`src/rtl/us_pkg.sv`:
```
`default_nettype none
// ============================================================================
//  Module   : us_pkg
//  Purpose  : Shared types and constants for the ultrasonic ranger:
//             FSM state encoding, default timing values at 50 MHz, counter
//             widths and the distance saturation value.
//  Ports    : none (package)
//  Revision : 1.0 - initial release
// ============================================================================
package us_pkg;

  typedef enum logic [2:0] {
    IDLE      = 3'd0,
    TRIG      = 3'd1,
    WAIT_RISE = 3'd2,
    MEASURE   = 3'd3,
    DONE      = 3'd4
  } state_t;

  // Defaults for the 50 MHz board clock.
  localparam int DEF_CLK_HZ      = 50_000_000;
  localparam int DEF_TRIG_CYC    = 500;
  localparam int DEF_PERIOD_CYC  = 3_000_000;
  localparam int DEF_TIMEOUT_CYC = 1_250_000;
  localparam int DEF_CYC_PER_CM  = 2900;
  localparam int DEF_DIST_W      = 6;

  // Counter widths for the default timing.
  localparam int PERIOD_W  = $clog2(DEF_PERIOD_CYC);
  localparam int TIMEOUT_W = $clog2(DEF_TIMEOUT_CYC + 1);

  // Width needed to hold 0..n-1, never less than one bit.
  function automatic int cnt_w(input int n);
    return (n < 2) ? 1 : $clog2(n);
  endfunction

  // Largest value representable in w bits.
  function automatic int sat_max(input int w);
    return (1 << w) - 1;
  endfunction

  localparam int DIST_MAX = sat_max(DEF_DIST_W);

endpackage
`default_nettype wire

```
`src/rtl/us_median3.sv`:
```
`default_nettype none
// ============================================================================
//  Module   : us_median3
//  Purpose  : Combinational median of three unsigned DIST_W-bit values.
//             Used only when US_MEDIAN_FILTER_EN is defined.
//  Ports    : a, b, c  in  DIST_W  candidate values
//             med      out DIST_W  median of a, b, c
//  Revision : 1.0 - initial release
// ============================================================================
module us_median3
  import us_pkg::*;
#(
  parameter int DIST_W = DEF_DIST_W
) (
  input  logic [DIST_W-1:0] a,
  input  logic [DIST_W-1:0] b,
  input  logic [DIST_W-1:0] c,
  output logic [DIST_W-1:0] med
);

  logic [DIST_W-1:0] lo;
  logic [DIST_W-1:0] hi;

  // Order a/b, then clamp c into [lo, hi]; the clamped value is the median.
  always_comb begin
    lo  = (a < b) ? a : b;
    hi  = (a < b) ? b : a;
    med = c;
    if (c < lo) begin
      med = lo;
    end else if (c > hi) begin
      med = hi;
    end
  end

endmodule
`default_nettype wire

```
`src/rtl/ultrasonic_ranger.sv`:
```
`default_nettype none
// ============================================================================
//  Module   : ultrasonic_ranger
//  Purpose  : HC-SR04 style ranging controller. Issues a periodic trigger
//             pulse, times the returned echo and converts the width to whole
//             centimetres (saturating) for the memory-mapped distance bus.
//  Ports    : clock    in  1       system clock, rising edge
//             reset    in  1       synchronous, active-low reset
//             echo     in  1       raw sensor echo (asynchronous)
//             trig     out 1       sensor trigger pulse
//             distance out DIST_W  last valid range in cm
//             valid    out 1       one-cycle strobe on distance update
//             timeout  out 1       last measurement timed out
//  Options  : US_MEDIAN_FILTER_EN - distance is the median of the last three
//             good readings instead of the raw reading.
//  Revision : 1.0 - initial release
// ============================================================================
module ultrasonic_ranger
  import us_pkg::*;
#(
  parameter int CLK_HZ      = DEF_CLK_HZ,
  parameter int TRIG_CYC    = CLK_HZ / 100_000,           // 10 us
  parameter int PERIOD_CYC  = (CLK_HZ / 1000) * 60,       // 60 ms
  parameter int TIMEOUT_CYC = CLK_HZ / 40,                // 25 ms
  parameter int CYC_PER_CM  = (CLK_HZ / 1_000_000) * 58, // 58 us per cm
  parameter int DIST_W      = DEF_DIST_W
) (
  input  logic              clock,
  input  logic              reset,
  input  logic              echo,
  output logic              trig,
  output logic [DIST_W-1:0] distance,
  output logic              valid,
  output logic              timeout
);

  localparam int PW  = cnt_w(PERIOD_CYC);
  localparam int TW  = cnt_w(TIMEOUT_CYC + 1);
  localparam int TRW = cnt_w(TRIG_CYC);
  localparam int SW  = cnt_w(CYC_PER_CM);
  localparam logic [DIST_W-1:0] CM_MAX = DIST_W'(sat_max(DIST_W));

  // --------------------------------------------------------------------------
  // Echo synchronizer and edge detection (2 flops + previous-value flop)
  // --------------------------------------------------------------------------
  logic echo_s1;
  logic echo_s2;
  logic echo_s3;
  logic echo_rise;
  logic echo_fall;

  always_ff @(posedge clock) begin
    if (!reset) begin
      echo_s1 <= 1'b0;
      echo_s2 <= 1'b0;
      echo_s3 <= 1'b0;
    end else begin
      echo_s1 <= echo;
      echo_s2 <= echo_s1;
      echo_s3 <= echo_s2;
    end
  end

  assign echo_rise = echo_s2 & ~echo_s3;
  assign echo_fall = ~echo_s2 & echo_s3;

  // --------------------------------------------------------------------------
  // Free-running period counter; the wrap to 0 requests a trigger. It never
  // stalls, so a request arriving outside IDLE is simply lost.
  // --------------------------------------------------------------------------
  logic [PW-1:0] period_cnt;
  logic          trig_req;

  assign trig_req = (period_cnt == PW'(PERIOD_CYC - 1));

  always_ff @(posedge clock) begin
    if (!reset) begin
      period_cnt <= '0;
    end else if (trig_req) begin
      period_cnt <= '0;
    end else begin
      period_cnt <= period_cnt + 1'b1;
    end
  end

  // --------------------------------------------------------------------------
  // Output value selection
  // --------------------------------------------------------------------------
  logic [DIST_W-1:0] cm_cnt;
  logic [DIST_W-1:0] dist_next;

`ifdef US_MEDIAN_FILTER_EN
  logic [DIST_W-1:0] hist0;  // most recent good reading
  logic [DIST_W-1:0] hist1;  // reading before that

  us_median3 #(
    .DIST_W (DIST_W)
  ) u_median (
    .a   (cm_cnt),
    .b   (hist0),
    .c   (hist1),
    .med (dist_next)
  );
`else
  assign dist_next = cm_cnt;
`endif

  // --------------------------------------------------------------------------
  // Measurement FSM
  // --------------------------------------------------------------------------
  state_t         state;
  logic [TRW-1:0] trig_cnt;
  logic [TW-1:0]  width_cnt;    // WAIT_RISE wait time, then echo width
  logic [SW-1:0]  sub_cnt;      // echo cycles within the current centimetre
  logic           outcome_good;

  always_ff @(posedge clock) begin
    if (!reset) begin
      state        <= IDLE;
      trig         <= 1'b0;
      distance     <= '0;
      valid        <= 1'b0;
      timeout      <= 1'b0;
      trig_cnt     <= '0;
      width_cnt    <= '0;
      sub_cnt      <= '0;
      cm_cnt       <= '0;
      outcome_good <= 1'b0;
`ifdef US_MEDIAN_FILTER_EN
      hist0        <= '0;
      hist1        <= '0;
`endif
    end else begin
      valid <= 1'b0;
      case (state)
        IDLE: begin
          if (trig_req) begin
            state    <= TRIG;
            trig     <= 1'b1;
            trig_cnt <= '0;
          end
        end

        TRIG: begin
          if (trig_cnt == TRW'(TRIG_CYC - 1)) begin
            state     <= WAIT_RISE;
            trig      <= 1'b0;
            width_cnt <= '0;
          end else begin
            trig_cnt <= trig_cnt + 1'b1;
          end
        end

        // Only a fresh rise counts: an echo already high on entry shows no
        // rise until it has dropped and come back.
        WAIT_RISE: begin
          if (echo_rise) begin
            state     <= MEASURE;
            width_cnt <= '0;
            sub_cnt   <= '0;
            cm_cnt    <= '0;
          end else if (width_cnt == TW'(TIMEOUT_CYC - 1)) begin
            state        <= DONE;
            outcome_good <= 1'b0;
          end else begin
            width_cnt <= width_cnt + 1'b1;
          end
        end

        // The rise cycle itself is part of the pulse, so every MEASURE
        // cycle, including the one that sees the fall, adds one echo cycle.
        MEASURE: begin
          width_cnt <= width_cnt + 1'b1;
          if (sub_cnt == SW'(CYC_PER_CM - 1)) begin
            sub_cnt <= '0;
            if (cm_cnt != CM_MAX) begin
              cm_cnt <= cm_cnt + 1'b1;
            end
          end else begin
            sub_cnt <= sub_cnt + 1'b1;
          end

          if (echo_fall) begin
            state        <= DONE;
            outcome_good <= 1'b1;
          end else if (width_cnt == TW'(TIMEOUT_CYC - 1)) begin
            state        <= DONE;
            outcome_good <= 1'b0;
          end
        end

        DONE: begin
          state <= IDLE;
          if (outcome_good) begin
            distance <= dist_next;
            valid    <= 1'b1;
            timeout  <= 1'b0;
`ifdef US_MEDIAN_FILTER_EN
            hist1    <= hist0;
            hist0    <= cm_cnt;
`endif
          end else begin
            timeout <= 1'b1;
          end
        end

        default: begin
          state <= IDLE;
          trig  <= 1'b0;
        end
      endcase
    end
  end

endmodule
`default_nettype wire
```
`config.mk`:
```
export PLATFORM = sky130hd
export DESIGN_NAME = ultrasonic_ranger
export DESIGN_NICKNAME = d
export VERILOG_FILES = /design/src/rtl/us_pkg.sv /design/src/rtl/us_median3.sv /design/src/rtl/ultrasonic_ranger.sv
export SDC_FILE = /design/constraint.sdc
export NUM_CORES = 1
export LEC_CHECK = 0
export ABC_AREA = 1
export CAP_MARGIN = 20
export CORE_ASPECT_RATIO = 2
export CORE_MARGIN = 3
export CORE_UTILIZATION = 45
export CTS_CLUSTER_DIAMETER = 120
export DETAILED_ROUTE_END_ITERATION = 10
export PLACE_DENSITY_LB_ADDON = 0.05
export SYNTH_ARGS = -nofsm -noshare
export SYNTH_HDL_FRONTEND = slang
export SYNTH_SLANG_ARGS = --single-unit
```
`constraint.sdc`:
```
create_clock -name clock -period 1.9 [get_ports clock]
set_clock_uncertainty 0.15 [all_clocks]
set_input_delay 0.38 -clock clock [delete_from_list [all_inputs] [get_ports clock]]
set_output_delay 0.38 -clock clock [all_outputs]
set_load 0.02 [all_outputs]
```
==> run_results.csv, run 1 <==
group,metric,value,unit
status,outcome,"finished clean",
floorplanning,die_area,11600,um2
cells_and_area,final_util,57.4,%
placed_design,gp_congestion,0.898,
drt,wl_per_cell,13.3,um
floorplanning,placementRows,51,
synthesis,synth_ff_type,"dfxtp_1",
setup_path,critPathRequiredTime,1.37,ns
setup_path,crit_slowest_cell,"clkdlybuf4s50_1",
setup_path,worst-path-buf-inv,1,
setup_path,slowest_delay,0.63,ns
cts,h-tree-depth,3,
setup_path,worstPathMaxFanout,2,
synthesis,synth_area_per_cell,6.67,um2
cts,clockBufferDepth,2,
setup_path,crit_arrival,1.32,ns
power_and_ir_drop,p_sw_share,26.1,%
cells_and_area,area_delta_synth_final,22.9,%
floorplanning,die_h,149,um
drt,drc,0,
floorplanning,initial_core_util,46.7,%
synthesis,synth.ff_latch_count,86,
cts,insertion_delay,0.34,ns
cells_and_area,fillers,997,
drt,viasPerCell,5.09,
global_route,gr-total-overflow,0,
sta,setup_tns,0,ns
min_path,min_path_type,"flip-flop to flip-flop",
sta,finalSetupViolations,0,
power_and_ir_drop,netSwitchingPower,1.02,mW
setup_path,cp_top_family,"buffers and inverters",
cts,root_buffer,"clkbuf_16",
power_and_ir_drop,p_comb_share,8.7,%
cells_and_area,drive_above_1_share,16.9,%
sta,drv_slew,0,
sta,hold_violations,0,
power_and_ir_drop,pwr-share-seq,47.3,%
synthesis,synth_fp_nets,700,
cells_and_area,nNetsFinal,771,
synthesis,async_flop_share,0,%
setup_path,cp-end-kind,"output port",
synthesis,yosysTopAreaCell,"dfxtp_1",
power_and_ir_drop,ir_worst_vdd,0.000458,V
power_and_ir_drop,p_per_area,686,nW/um2
drt,routed_wirelength,12.0,mm
synthesis,syn-cell-area,4620,um2
placed_design,io_buffer_count,11,
power_and_ir_drop,leakage,2.17,nW
sta,rsz0062_at_grt,"yes",
drt,vias,4577,
sta,max_freq,540,MHz
global_route,grt_pass1_vias,4374,
synthesis,syn_inst,692,
sta,post-route-min-period,1.85,ns
drt,drtAntennaViolNets,0,
cells_and_area,num_antenna_cells,0,
flow_run,max-cap-violations,0,
power_and_ir_drop,p_int,2.88,mW
drt,drtPass1Iterations,4,
synthesis,synthTopCellsByArea,"dfxtp_1, nand2_1, nor2_1",
floorplanning,coreArea,9890,um2
synthesis,synth.distinct_cells,42,
synthesis,seq_area_frac_synth,37.3,%
global_route,grtUsageTotal,21.7,%
global_route,grt_pass1_wl,19.9,mm
cts,cts_tree,"yes",
synthesis,synth.most_common_cell,"nand2_1",
setup_path,worstSetupPathType,"flip-flop to output port",
setup_path,path_cells,"clkdlybuf4s50_1",
synthesis,synth_edf_count,0,
drt,first_iter_violations,170,
global_route,grt_start_max_net_pins,18,
cts,clock-sinks,86,
cts,cts_buffers,9,
sta,tightest_slew,0.356,ns
placed_design,hpwl,9.36,mm
sta,maxSlewHeadroom,76.2,%
setup_path,cp-start-kind,"flip-flop",
floorplanning,die_x,77.6,um
global_route,antenna_found_initial,0,
synthesis,synth_common_cells,"nand2_1, dfxtp_1, nor2_1, inv_1, nand3_1",
cts,path_clk_slew,0.07,ns
floorplanning,io_pins,12,
power_and_ir_drop,clkPwrFrac,44.0,%
synthesis,ys_warn_count,0,
synthesis,synth_top_area_share,37.3,%
sta,fin_crit_sh,97.4,%
-- placed cells by master, fill, tap and decap left out, drive strengths merged, types with 13 or more instances in the layout --
cell type  count
a21oi         54
buf           62
dfxtp         86
inv           83
nand2        193
nand3         65
nand4         24
nor2          87
nor3          19
o21ai         22
xor2          13
-- kinds of logic (layout without fill, tap and decap cells) --
family                   Yosys count  in the layout  synth area share [%]
AND/OR/NAND/NOR                  401            401                  39.2
buffers and inverters             94            170                  8.21
AO/OA/AOI/OAI                     88             88                  10.5
flip-flops                        86             86                  37.3
XOR/XNOR                          18             18                  3.41
adder cells (fa/ha/maj)            5              5                  1.35
-- timing repair --
| item | 4_1_cts | 5_1_grt |
|---|---|---|
| hold buffers | 0 | 0 |
| resized for setup | 1 | 25 |
| buffers inserted | 0 | 4 |
| setup endpoints to repair | 2 | 45 |
| pin swaps | 0 | 7 |
-- sequential cells by signal, summed over array words and instances (netlist names) --
name	count
outcome_good	1
timeout	1
state	3
trig_cnt	9
valid	1
period_cnt	22
trig	1
distance	6
echo_s1	1
echo_s2	1
cm_cnt	6
sub_cnt	12
echo_s3	1
width_cnt	21
-- stage by stage --
stage	total power, mW	worst slack (ns)	instances	hold slack (ns)	area [um2]
5_1_grt	4.05	-0.133	900	0.309	5670
2_1_floorplan	2.07	0.0768	692	0.240	4620
6_report	3.89	0.0492	900	0.271	5670
3_5_place_dp	2.21	-0.0196	880	0.253	5290
3_3_place_gp	2.21	0.0118	880	0.245	5290
4_1_cts	3.93	0.00461	896	0.270	5580
-- layer usage --
layer | up-vias | wire, um | global-route usage (%)
li1 | 2395 | - | -
met1 | 2097 | 4710 | 21.8
met2 | 55 | 6580 | 41.5
met3 | 30 | 235 | 3.63
met4 | 0 | 458 | 11.0
met5 | - | 0 | 0
-- power by group through the flow --
stage | registers [mW] | logic (mW) | clock network, mW
CTS | 1.84 | 0.330 | 1.76
detailed placement | 1.88 | 0.329 | 0
global placement | 1.88 | 0.325 | 0
floorplan | 1.88 | 0.184 | 0
global route | 1.84 | 0.375 | 1.83
finish | 1.84 | 0.339 | 1.71
-- area by class of cell --
type                       instances  area (um2)  area share (%)
clock inverter                     7        63.8            1.12
timing repair buffer              73         604            10.7
inverter                          81         315            5.56
clock buffer                       9         225            3.97
multi-input combinational        512        2570            45.3
sequential                        86        1730            30.5
tap                              132         165            2.91
-- worst paths after layout --
kind	startpoint	slack, ns	to	depth (start not counted)
setup / recovery	timeout	0.05	timeout	1
hold / removal	echo_s1	0.27	echo_s2	2
setup reg to reg	trig_cnt[1]	0.07	width_cnt[10]	10
hold reg to reg	echo_s1	0.27	echo_s2	2
-- worst register-to-register path: cells and delay by family (launching register included) --
| kind | cells | cell delay [ns] |
|---|---|---|
| and+or+nand+nor | 5 | 0.51 |
| buffers and inverters | 2 | 0.22 |
| adders and majority gates | 1 | 0.18 |
| DFF | 1 | 0.34 |
| AOI/OAI and AO/OA | 2 | 0.38 |
No activity file was read; power rests on OpenSTA's default activity.
==> inputs of run 2 (changes only) <==
--- a/config.mk
+++ b/config.mk
@@ -12,6 +12,7 @@
 export CORE_UTILIZATION = 45
 export CTS_CLUSTER_DIAMETER = 120
 export DETAILED_ROUTE_END_ITERATION = 10
+export MAX_ROUTING_LAYER = met4
 export PLACE_DENSITY_LB_ADDON = 0.05
 export SYNTH_ARGS = -nofsm -noshare
 export SYNTH_HDL_FRONTEND = slang
==> run_results.csv, run 2 (synthesis results as in run 1) <==
group,metric,value,unit
status,outcome,"finished clean",
setup_path,r2r_cells,9,
setup_path,worstSetupPathType,"flip-flop to output port",
cells_and_area,largest_register,"period_cnt",
cts,cts_tree,"yes",
setup_path,r2r_setup_slack,0.12,ns
setup_path,path_cells,"clkdlybuf4s50_1",
global_route,grt_pass1_wl,19.8,mm
drt,drtPass1Iterations,4,
sta,tightest_slew,0.370,ns
cts,insertion_delay,0.34,ns
setup_path,cp_top_family,"buffers and inverters",
setup_path,crit_slowest_cell,"clkdlybuf4s50_1",
cts,clockBufferDepth,2,
cts,cts_buffers,9,
floorplanning,io_pins,12,
setup_path,worstPathMaxFanout,2,
power_and_ir_drop,leakage,2.18,nW
floorplanning,initial_core_util,46.7,%
drt,viasPerCell,5.09,
drt,routed_wirelength,11.8,mm
cts,path_clk_slew,0.06,ns
min_path,hold_start,"echo_s1",
global_route,grtUsageTotal,21.8,%
cts,h-tree-depth,3,
power_and_ir_drop,p_comb_share,8.3,%
cells_and_area,stdcell_area,5760,um2
cells_and_area,nNetsFinal,769,
sta,post-route-min-period,1.83,ns
floorplanning,die_area,11600,um2
sta,hold_violations,0,
global_route,grt_start_max_net_pins,27,
power_and_ir_drop,clkPwrFrac,46.6,%
power_and_ir_drop,total_power,4.09,mW
power_and_ir_drop,netSwitchingPower,938,uW
drt,vias,4569,
floorplanning,die_h,149,um
placed_design,hpwl,9.13,mm
setup_path,cp-start-kind,"flip-flop",
cells_and_area,final_cell_mix,"nand2_1, dfxtp_1, nor2_1",
sta,rsz0062_at_grt,"yes",
setup_path,r2r-end,"width_cnt[2]",
drt,wl_per_cell,13.2,um
cells_and_area,num_antenna_cells,0,
flow_run,max-cap-violations,0,
setup_path,worstReg2RegStart,"trig_cnt[6]",
drt,first_iter_violations,233,
placed_design,place_ws,-0.0224,ns
cells_and_area,reg.largest.list,"period_cnt: 22 flops, width_cnt: 21 flops, sub_cnt: 12 flops",
global_route,gr-total-overflow,0,
sta,setup_tns,0,ns
sta,hold_slack,0.264,ns
placed_design,place_area,5280,um2
cells_and_area,largest_register_ffs,22,
drt,drtAntennaViolNets,0,
placed_design,io_buffer_count,11,
cts,clock-sinks,86,
power_and_ir_drop,p_per_area,710,nW/um2
power_and_ir_drop,p_sw_share,22.9,%
cells_and_area,layout_commonest_cell,"nand2_1",
min_path,hold_end,"echo_s2",
floorplanning,die_x,77.6,um
setup_path,worst-path-buf-inv,1,
power_and_ir_drop,pwr-share-seq,45.1,%
floorplanning,placementRows,51,
sta,finalSetupViolations,0,
sta,fin_ws,0.0726,ns
sta,max_freq,547,MHz
setup_path,startpoint,"timeout",
sta,drv_slew,0,
cells_and_area,drive_above_1_share,17.6,%
min_path,hold_depth,2,
setup_path,critPathRequiredTime,1.37,ns
sta,maxSlewHeadroom,75.2,%
min_path,min_path_type,"flip-flop to flip-flop",
setup_path,cp-end-kind,"output port",
global_route,grt_pass1_vias,4391,
cts,root_buffer,"clkbuf_16",
power_and_ir_drop,p_int,3.15,mW
floorplanning,coreArea,9890,um2
setup_path,crit_arrival,1.30,ns
power_and_ir_drop,ir_worst_vdd,0.000729,V
placed_design,gp_congestion,0.932,
sta,fin_crit_sh,96.2,%
setup_path,slowest_delay,0.62,ns
drt,drc,0,
global_route,antenna_found_initial,0,
cells_and_area,area_delta_synth_final,24.7,%
==> run 2: cell types whose count changed in the layout (fill, tap and decap cells not counted), sizes merged <==
| cell | before | now |
|---|---|---|
| clkinv | 5 | 3 |
| clkbuf | 9 | 11 |
| bufinv | 0 | 2 |
| clkinvlp | 0 | 1 |
| inv | 83 | 80 |
| buf | 62 | 60 |
==> run 2: power by group through the flow <==
stage | combinational (mW) | clock (mW) | sequential [mW]
floorplan | 0.184 | 0 | 1.88
global placement | 0.324 | 0 | 1.88
detailed placement | 0.328 | 0 | 1.88
CTS | 0.331 | 1.95 | 1.84
global route | 0.376 | 2.01 | 1.85
finish | 0.341 | 1.90 | 1.84
==> run 2: how the worst max path moves through the flow <==
| stage | end | slack (ns) | depth (start not counted) |
|---|---|---|---|
| after floorplan | width_cnt[3] | 0.08 | 11 |
| after global placement | period_cnt[18] | 0.04 | 9 |
| after detailed placement | period_cnt[18] | -0.02 | 9 |
| after CTS | trig_cnt[1] | 0.05 | 8 |
| after global routing | width_cnt[19] | -0.01 | 8 |
| final | timeout | 0.07 | 1 |
==> run 2: per-layer routing <==
layer  vias up  GRT usage, %  part of all wire [%]
met2        72          40.5                    55
li1       2382             -                     -
met4         0          10.3                   3.7
met1      2091          22.3                    39
met3        24          2.66                   2.0
met5         -             -                     0
==> run 2: through the flow <==
| stage | util, % | std cells |
|---|---|---|
| finish | 58.2 | 898 |
| detailed placement | 53.4 | 878 |
| CTS | 56.7 | 894 |
| global route | 58.2 | 898 |
| global placement | 53.4 | 878 |
| floorplan | - | 692 |
==> run 2: final cells by class <==
type                       count  area (um2)
inverter                      81         315
sequential                    86        1730
clock buffer                  11         243
fill                         973        4130
tap                          132         165
multi-input combinational    512        2620
timing repair buffer          71         602
clock inverter                 5        81.3
==> run 2: timing repair <==
action                                  4_1_cts  5_1_grt
hold endpoints to repair                      0        0
buffers inserted                              0        4
endpoints found under the setup margin        2       53
hold buffers                                  0        0
resized for setup                             1       38
pin swaps                                     0        9
==> run 2: worst min-delay path, cell delays in order (launching register included) <==
cell     delay, ns
dfxtp_1       0.31
nand2_1       0.05
inv_1         0.04
==> variant 1 (flow settings as in run 2) <==
The 5 states of `state_t` get a one-hot encoding in 5 bits.
--- a/src/rtl/us_pkg.sv
+++ b/src/rtl/us_pkg.sv
@@ -11,8 +11,8 @@
 
-  typedef enum logic [2:0] {
-    IDLE      = 3'd0,
-    TRIG      = 3'd1,
-    WAIT_RISE = 3'd2,
-    MEASURE   = 3'd3,
-    DONE      = 3'd4
+  typedef enum logic [4:0] {
+    IDLE      = 5'b00001,
+    TRIG      = 5'b00010,
+    WAIT_RISE = 5'b00100,
+    MEASURE   = 5'b01000,
+    DONE      = 5'b10000
   } state_t;
Behaviour: same outputs for any inputs over 10 cycles, from zero or initial values and one cycle with reset low; not proved beyond that.
==> variant 1 against run 2 <==
- critical path depth did not move
- sequential cell count is 2 higher
- register-to-register slack got worse by 30 ps
- final cell count is 4.2% higher
- worst setup slack got worse by 15 ps
- sequential share of layout area fell by 0.17 points
- routed wire length is 5.3% higher
- cell area increased by 2.8%
- area after synthesis grew 3.6%
- critical path type unchanged
- critical endpoint is now distance[5]
- highest routed layer unchanged
Power is not compared: it rests on default switching activity, and its combinational part moved more than twofold at a synthesized area within 25%.
==> variant 1: results (changes against run 2) <==
vias in the first global route -> 4742 (+8.0%)
CP Capture Point -> distance[5]
DR vias -> 4874 (+6.7%)
share of cells above drive strength 1 -> 0.1635 (-0.01269)
r2r setup slk -> 90 ps (-30 ps)
Mean Syn Cell Area -> 6.572 um2 (-1.5%)
GRT Overall Usage -> 0.2212 (+0.003010)
CP max stage delay -> 610 ps
first-pass GRT wire length -> 20.98 mm (+5.9%)
main area contributors after synthesis -> dfxtp_1, nand2_1, nor2_1
delay-heaviest family, CP -> buffers and inverters
post-synth cell types -> 38 (-9.5%)
outcome -> complete, no violations
peak supply drop -> 0.4866 mV
CP startpoint -> distance[5]$_SDFFE_PN0P_
post-CTS sizing -> 3 (+2)
GPL Wtd Cong -> 0.8765 (-5.9%)
Lkg Pwr -> 2.235 nW
WL/cell -> 13.33 um (+1.0%)
HPWL after DPL -> 9.513 mm (+4.2%)
DRT iter0 DRCs -> 161 (-31%)
R2R Path Start -> trig_cnt[1]$_SDFFE_PN0P_
Synth top cells by count -> nand2_1, nor2_1, inv_1
largest net degree at the start of global routing -> 23 (-15%)
Worst R2R Path Depth -> 12 (+3)
Buffers on Ports -> 11 (unchanged)
worst hold margin -> 278.1 ps (+14.26 ps)
final wirelength -> 12.48 mm (+5.3%)
syn_nets -> 736 (+5.1%)
headroom to the max-slew limit -> 0.7247 (-0.02774)
Net count, final -> 804 (+4.6%)
fillers -> 1058 (+8.7%)
## variant 1: power by group through the flow
stage / clock, mW / combinational (mW) / sequential [mW]
2_1_floorplan: 0 / 0.0860 / 1.92
3_3_place_gp: 0 / 0.146 / 1.91
3_5_place_dp: 0 / 0.149 / 1.91
4_1_cts: 2.01 / 0.151 / 1.87
5_1_grt: 2.06 / 0.177 / 1.87
6_report: 1.95 / 0.158 / 1.87
## variant 1: metrics by stage
stage                     setup WS (ps)  total power, mW  utilization  setup TNS, ps  cell area [um2]
after CTS                         4.177            4.032       0.5576              0             5732
after floorplan                   79.63            2.002            -              0             4785
after global placement           -56.77            2.059       0.5242         -73.79             5389
after detailed placement         -68.76            2.063       0.5242         -310.6             5389
after global routing             -37.01            4.110       0.5758         -47.79             5919
final                             57.48            3.982       0.5758              0             5919
## variant 1: logic make-up after synthesis
kind of cell               count (synthesis)  synth area share
AOI/OAI and AO/OA                         81           0.09467
xor gates and xnor gates                  17           0.03112
adders and majority gates                  5           0.01308
buffers and inverters                    110           0.09362
DFF                                       88            0.3682
and+or+nand+nor                          427            0.3993
## variant 1: layer usage
| layer | vias to the layer above | track usage | wire, um |
|---|---|---|---|
| met1 | 2299 | 0.2214 | 4956 |
| met2 | 57 | 0.4162 | 7026 |
| li1 | 2496 | - | - |
| met4 | 0 | 0.08525 | 277 |
| met5 | - | - | 0 |
| met3 | 22 | 0.03436 | 216 |
## variant 1: cell type report
cell class	instances	area, um2	share of cell area
Sequential cell	88	1770	0.2991
Timing Repair Buffer	70	598.1	0.1010
Clock inverter	6	91.34	0.01543
Multi-Input combinational cell	531	2689	0.4542
Tap cell	135	168.9	0.02854
Clock buffer	10	239.0	0.04037
Inverter	96	362.8	0.06130
==> variant 2 (flow settings as in run 2) <==
Without the edit above. Set the package constant `DEF_CLK_HZ` to 12_500_000 (it was 50_000_000).
--- a/src/rtl/us_pkg.sv
+++ b/src/rtl/us_pkg.sv
@@ -20,3 +20,3 @@
   // Defaults for the 50 MHz board clock.
-  localparam int DEF_CLK_HZ      = 50_000_000;
+  localparam int DEF_CLK_HZ      = 12_500_000;
   localparam int DEF_TRIG_CYC    = 500;
Check against the original RTL: no difference found for any inputs over 10 cycles, from zero or initial values and one cycle with reset low; that may be too few to reach the edited logic, so the function may still have changed.
==> variant 2 against run 2 <==
- synthesized cell count is 12% lower
- area after synthesis is 11% lower
- register-to-register slack better by 30 ps
- power is 7.9% lower
- worst setup slack better by 2.4 ps
- cell area fell by 15%
- routed wire length is 16% lower
- sequential cell count fell by 8
==> variant 2: results (changes against run 2) <==
Net count, final -> 663 (-14%)
count of multi-input combinational gates -> 448 (-13%)
register area -> 1565 um2 (-9.6%)
worst slew pin tran -> 431.9 ps (+61.43 ps)
CTS sink cnt -> 78 (-9.3%)
fraction of area in multi-input gates -> 0.4610 (+0.006128)
clock network area share -> 0.06113 (+0.004839)
first-pass GRT wire length -> 16.93 mm (-15%)
NonClk Buf Share -> 0.07794 (-0.02660)
Largest regs -> period_cnt: 20 flops, width_cnt: 19 flops, sub_cnt: 10 flops
met2 WL -> 5.740 mm (-13%)
HPWL after DPL -> 7.644 mm (-16%)
Post-Synth Adder-Cell Area -> 0.01829 (+0.004741)
via density per instance -> 5.250 (+3.2%)
layout clock buffer count -> 10 (-1)
post-synth cell types -> 38 (-9.5%)
outcome -> complete, no violations
non-clock inverter count -> 73 (-9.9%)
met1 WL -> 3.732 mm (-19%)
met3 global-route usage -> 0.03997 (+0.01337)
worst hold margin -> 271.3 ps (+7.462 ps)
Synth top cells by count -> nand2_1, nor2_1, dfxtp_1
Plain + repair buffers -> 44 (-38%)
vias in the first global route -> 3884 (-12%)
routed length on met3 -> 236 um (-1.7%)
R2R Path Start -> echo_s3$_SDFF_PN0_
CP startpoint -> distance[0]$_SDFFE_PN0P_
[variant 2: cell count changes in the layout (fill, tap and decap cells not counted), moves of 6 or more]
cell     change
inv_1       -10
nand2_1     -34
nand3_1      -7
nand4_1     -10
o21ai_0     -14
nor2_2       +7
buf_4       -25
o21ai_1     +10
a21oi_1     -11
nand3_2      -6
[variant 2: repair_timing]
action,4_1_cts,5_1_grt
gates resized for setup,0,22
endpoints found under the setup margin,0,29
hold buffers,0,0
setup buffers,0,2
[variant 2: worst register-to-register path, delay by kind of cell (launching register included)]
kind,cells,cell delay (ps)
buf+inv,3,290
flops,1,300
simple gates,8,950
[variant 2: logic make-up after synthesis]
kind of cell,Yosys count
flops,78
simple gates,347
fa+ha+maj,6
compound gates,79
xor+xnor,15
buf+inv,86
